==> config.mk <==
export PLATFORM = sky130hd
export DESIGN_NAME = frame_strobe_sequencer
export DESIGN_NICKNAME = d
export VERILOG_FILES = /design/src/rtl/frame_strobe_sequencer.sv
export SDC_FILE = /design/constraint.sdc
export NUM_CORES = 1
export LEC_CHECK = 0
export ABC_AREA = 1
export BUFFER_PORTS_ARGS = -buffer_cell sky130_fd_sc_hd__buf_2
export CAP_MARGIN = 15
export CORE_ASPECT_RATIO = 1.1
export CORE_MARGIN = 4
export CORE_UTILIZATION = 35
export CTS_CLUSTER_SIZE = 8
export DETAILED_ROUTE_END_ITERATION = 10
export PLACE_DENSITY = 0.67
export SKIP_LAST_GASP = 1
export SYNTH_ARGS = -nofsm -noshare
export SYNTH_HDL_FRONTEND = slang
export SYNTH_SLANG_ARGS = --single-unit
==> constraint.sdc <==
create_clock -name UserCLK -period 1.51 [get_ports UserCLK]
set_input_delay 0.453 -clock UserCLK [delete_from_list [all_inputs] [get_ports UserCLK]]
set_output_delay 0.453 -clock UserCLK [all_outputs]
set_load 0.01 [all_outputs]
==> src/rtl/frame_strobe_sequencer.sv <==
// Column frame writer: takes header/data word pairs on a valid/ready stream,
// drives FrameData, then pulses one FrameStrobe line with setup/hold margin.
// Ports: UserCLK, resetn (sync, active-low); s_data/s_valid/s_ready stream;
//   err_clr clears sticky err; FrameData, FrameStrobe (one-hot) column buses;
//   busy (not idle), frames_done (completed writes, wraps at 256).
module frame_strobe_sequencer #(
  parameter int         FrameBitsPerRow = 32,
  parameter int         MaxFramesPerCol = 20,
  parameter int         StrobeCycles    = 2,
  parameter logic [7:0] SyncByte        = 8'hFA
) (
  input  logic                       UserCLK,
  input  logic                       resetn,
  input  logic [FrameBitsPerRow-1:0] s_data,
  input  logic                       s_valid,
  output logic                       s_ready,
  input  logic                       err_clr,
  output logic [FrameBitsPerRow-1:0] FrameData,
  output logic [MaxFramesPerCol-1:0] FrameStrobe,
  output logic                       busy,
  output logic                       err,
  output logic [7:0]                 frames_done
);

  localparam int IW =
    (MaxFramesPerCol > 1) ? $clog2(MaxFramesPerCol) : 1;
  localparam logic [7:0] NumFrames  = 8'(MaxFramesPerCol);
  localparam logic [3:0] StrobeLast = 4'(StrobeCycles - 1);
  localparam logic [MaxFramesPerCol-1:0] OneHot0 =
    MaxFramesPerCol'(1);

  typedef enum logic [2:0] {
    IDLE, DATA, SETUP, STROBE, HOLD
  } state_e;

  state_e                     state_q, state_d;
  logic [FrameBitsPerRow-1:0] data_q, data_d;
  logic [MaxFramesPerCol-1:0] strobe_q, strobe_d;
  logic [IW-1:0]              index_q, index_d;
  logic [3:0]                 cnt_q, cnt_d;
  logic                       err_q, err_d;
  logic [7:0]                 done_q, done_d;
  logic                       xfer;
  logic                       hdr_ok;
  logic                       bad_hdr;

  assign s_ready = (state_q == IDLE) || (state_q == DATA);
  assign xfer    = s_valid && s_ready;
  assign hdr_ok  = (s_data[15:8] == SyncByte) &&
                   (s_data[7:0] < NumFrames);

  always_comb begin
    state_d  = state_q;
    data_d   = data_q;
    strobe_d = strobe_q;
    index_d  = index_q;
    cnt_d    = cnt_q;
    err_d    = err_q;
    done_d   = done_q;
    bad_hdr  = 1'b0;
    unique case (state_q)
      IDLE: begin
        if (xfer) begin
          if (hdr_ok) begin
            index_d = s_data[IW-1:0];
            state_d = DATA;
          end else begin
            bad_hdr = 1'b1;
          end
        end
      end
      DATA: begin
        if (xfer) begin
          data_d  = s_data;
          // two settle cycles: strobe rises two edges after data lands
          cnt_d   = 4'd1;
          state_d = SETUP;
        end
      end
      SETUP: begin
        if (cnt_q == 4'd0) begin
          strobe_d = OneHot0 << index_q;
          cnt_d    = StrobeLast;
          state_d  = STROBE;
        end else begin
          cnt_d = cnt_q - 4'd1;
        end
      end
      STROBE: begin
        if (cnt_q == 4'd0) begin
          strobe_d = '0;
          state_d  = HOLD;
        end else begin
          cnt_d = cnt_q - 4'd1;
        end
      end
      HOLD: begin
        done_d  = done_q + 8'd1;
        state_d = IDLE;
      end
      default: state_d = IDLE;
    endcase
    // a fresh error outranks a simultaneous clear
    if (err_clr) err_d = 1'b0;
    if (bad_hdr) err_d = 1'b1;
  end

  always_ff @(posedge UserCLK) begin
    if (!resetn) begin
      state_q  <= IDLE;
      data_q   <= '0;
      strobe_q <= '0;
      index_q  <= '0;
      cnt_q    <= '0;
      err_q    <= 1'b0;
      done_q   <= 8'd0;
    end else begin
      state_q  <= state_d;
      data_q   <= data_d;
      strobe_q <= strobe_d;
      index_q  <= index_d;
      cnt_q    <= cnt_d;
      err_q    <= err_d;
      done_q   <= done_d;
    end
  end

  assign FrameData   = data_q;
  assign FrameStrobe = strobe_q;
  assign busy        = (state_q != IDLE);
  assign err         = err_q;
  assign frames_done = done_q;

endmodule

==> impl_results.md <==
* Worst path arrival time at 1.03 ns
* Final period util at 97.9%
* Max-slew violations at 0
* Hold Path Class: in2reg
* Sequential element share of the synthesized area at 48.8%
* Via Count at 2,880
* Setup crit end kind: output pin
* R2r worst-path depth at 9
* Most frequent cells in the layout: 97 x buf_2, 68 x dfxtp_1, 61 x a21oi_1, 61 x nand2_1, 53 x inv_1
* Fin area at 3910 um^2
* Final Net Count at 543
* Placement Setup Slack at 0.0668 ns
* Crit path max fanout at 4
* Pin count of the biggest net entering global routing at 65
* WS Path Type: reg2out
* Hold_ws at 0.358 ns
* Die Wd at 96.2 um
* Global-route wire length before repair at 11,700 um
* Row Count at 35
* # DRC at 0
* Pleak at 0.00175 uW
* Final wirelength at 7370 um
* Hold Crit Depth at 4
* Syn_nets at 438
* Detail Route Antenna Nets at 0
* Status: finished, final reports clean
* Commonest non-fill, non-tap cell in the layout: buf_2
* Dpl hpwl at 5290 um
* Htree depth at 3
* Synthesized flop and latch total at 73
* Ant diodes at 0
* Post-synthesis cell count at 399
* CTS buffer count at 9
* GRT Total Usage at 14.5%
* Root buf cell: clkbuf_8
* Fin Clk Skew at 0.00630 ns
* Hold EP: err
* Post-route minimum period at 1.48 ns
* Final hold violation count at 0
* Mean Syn Cell Area at 7.50 um^2
* Core box area at 8360 um^2
* Final WS setup at 0.0310 ns
* PortBufs at 98
* DRT iter0 DRCs at 84
* Syn Std Cell Area at 2990 um^2
* Peak VDD IR at 361 uV
* Grt ovf at 0
* Clock tree buffer depth at 2
* Vias in the first global route at 2,691
* RSZ-0062 raised after global routing: yes
* CTS tree: yes
* Initial antenna violation count at 0
* Routed wire per std cell at 11.9 um
* Clock Sink Count at 73
* Die ar. at 10,100 um^2
* Final setup vio count at 0
* Area of the multi-input gates at 1280 um^2
* Worst-Skew Late Latency at 0.34 ns
* FF-to-FF Start: cnt_q[0]
* DR vias/cell at 4.65
* Layout cells sized above 1 at 29.9%
* Worst R2R Setup Slack at 0.08 ns
* Rel. slew slack at 72.4%
* Die Y-Extent at 105 um
* Area growth syn-to-layout at 30.6%
* Layout fillers at 844
* Fmax at 676 MHz
* Reg area at 1480 um^2
* Worst-margin pin slew at 0.410 ns
* Unique masters post-synth at 25
* Placed Area at 3650 um^2
* Pwr Total at 3460 uW
* Synth warnings at 0
* Gpl congestion at 0.833
* MaxCap Viol Count at 0
* CP Launch Type: flop
* Worst flop-to-flop path endpoint: cnt_q[3]
* DR pass1 iterations at 4
* Critical Path RT at 1.06 ns
* Clk slew on worst S/H paths at 0.08 ns
* Final core occ at 46.7%
* # IOs at 99
* Cell Pwr Density at 885 nW/um^2
* Min-delay src: err_clr
* Starting density of the core at 35.8%
## flip-flops by register name, indices dropped and copies added, names as in the netlist
| name | flops |
|---|---|
| FrameData | 32 |
| FrameStrobe | 20 |
| frames_done | 8 |
| index_q | 5 |
| cnt_q | 4 |
| state_q | 3 |
| err | 1 |
## synth_stat cells
| cell | n | area (um^2) |
|---|---|---|
| dfxtp_1 | 73 | 1460 |
| nand2_1 | 63 | 236 |
| a21oi_1 | 61 | 305 |
| inv_1 | 53 | 199 |
| o21ai_0 | 48 | 240 |
| nor2_1 | 34 | 128 |
| nand3_1 | 11 | 55.1 |
| clkbuf_1 | 9 | 33.8 |
| nand4_1 | 5 | 31.3 |
| nor3_1 | 5 | 25.0 |
| buf_2 | 4 | 20.0 |
| inv_2 | 4 | 15.0 |
| nand2_2 | 4 | 25.0 |
| nor4_1 | 4 | 25.0 |
| ha_1 | 3 | 37.5 |
| nor2_2 | 3 | 18.8 |
| xor2_1 | 3 | 26.3 |
| clkbuf_2 | 2 | 10.0 |
| clkinv_1 | 2 | 7.51 |
| nand3_2 | 2 | 20.0 |
| nor2_4 | 2 | 22.5 |
| nand4_4 | 1 | 21.3 |
| nor3_2 | 1 | 10.0 |
| nor4_2 | 1 | 12.5 |
| o21a_1 | 1 | 7.51 |
## final cells by class
class                      count  area share [%]
sequential                    73            37.7
clock buffer                  10            3.52
multi-input combinational    252            32.7
inverter                      59            5.66
tap                          111            3.55
timing repair buffer         109            15.8
clock inverter                 6            1.09
## worst max-delay path by stage
| stage | start | endpoint |
|---|---|---|
| after floorplan | cnt_q[0] | FrameStrobe[1] |
| after CTS | state_q[1] | busy |
| final | state_q[1] | busy |
| after global placement | s_data[5] | index_q[2] |
| after global routing | cnt_q[0] | cnt_q[3] |
| after detailed placement | cnt_q[0] | cnt_q[2] |
## through the flow
step	TNS [ns]	cells
floorplan	0	399
global placement	0	600
detailed placement	0	600
CTS	0	618
global route	-0.115	620
finish	0	620
## cell families (layout without fill, tap and decap cells)
kind of cell	count (synthesis)	in the layout	synth area share, %
AO/OA/AOI/OAI	110	110	18.5
XOR/XNOR	3	3	0.878
adder cells (fa/ha/maj)	3	3	1.25
buffers and inverters	74	184	9.53
flip-flops	73	73	48.8
AND/OR/NAND/NOR	136	136	21.1
## metal layers
layer / GRT usage (%) / vias up / share of wire [%]
met5: 0 / - / 0
met4: 6.20 / 0 / 1.5
met3: 4.61 / 11 / 7.8
met2: 25.2 / 90 / 49
met1: 15.8 / 1282 / 41
li1: - / 1497 / -
## what timing repair did
action,4_1_cts,5_1_grt
endpoints found under the setup margin,2,21
gates cloned,0,0
setup buffers,2,2
resized for setup,5,11
pin swaps,1,1
hold buffers,0,0
## critical path, stage by stage, from the launching register on
cell and delay, ns:
dfxtp_4 0.37, nor2_4 0.12, nand2_2 0.07, buf_6 0.12
## power by group
group | switching [uW] | total (uW) | internal [uW]
clock network | 736 | 1380 | 643
logic | 85.7 | 153 | 67.6
registers | 3.96 | 1930 | 1930
total | 826 | 3460 | 2640
Note: power is estimated with default switching activity, not from simulation.
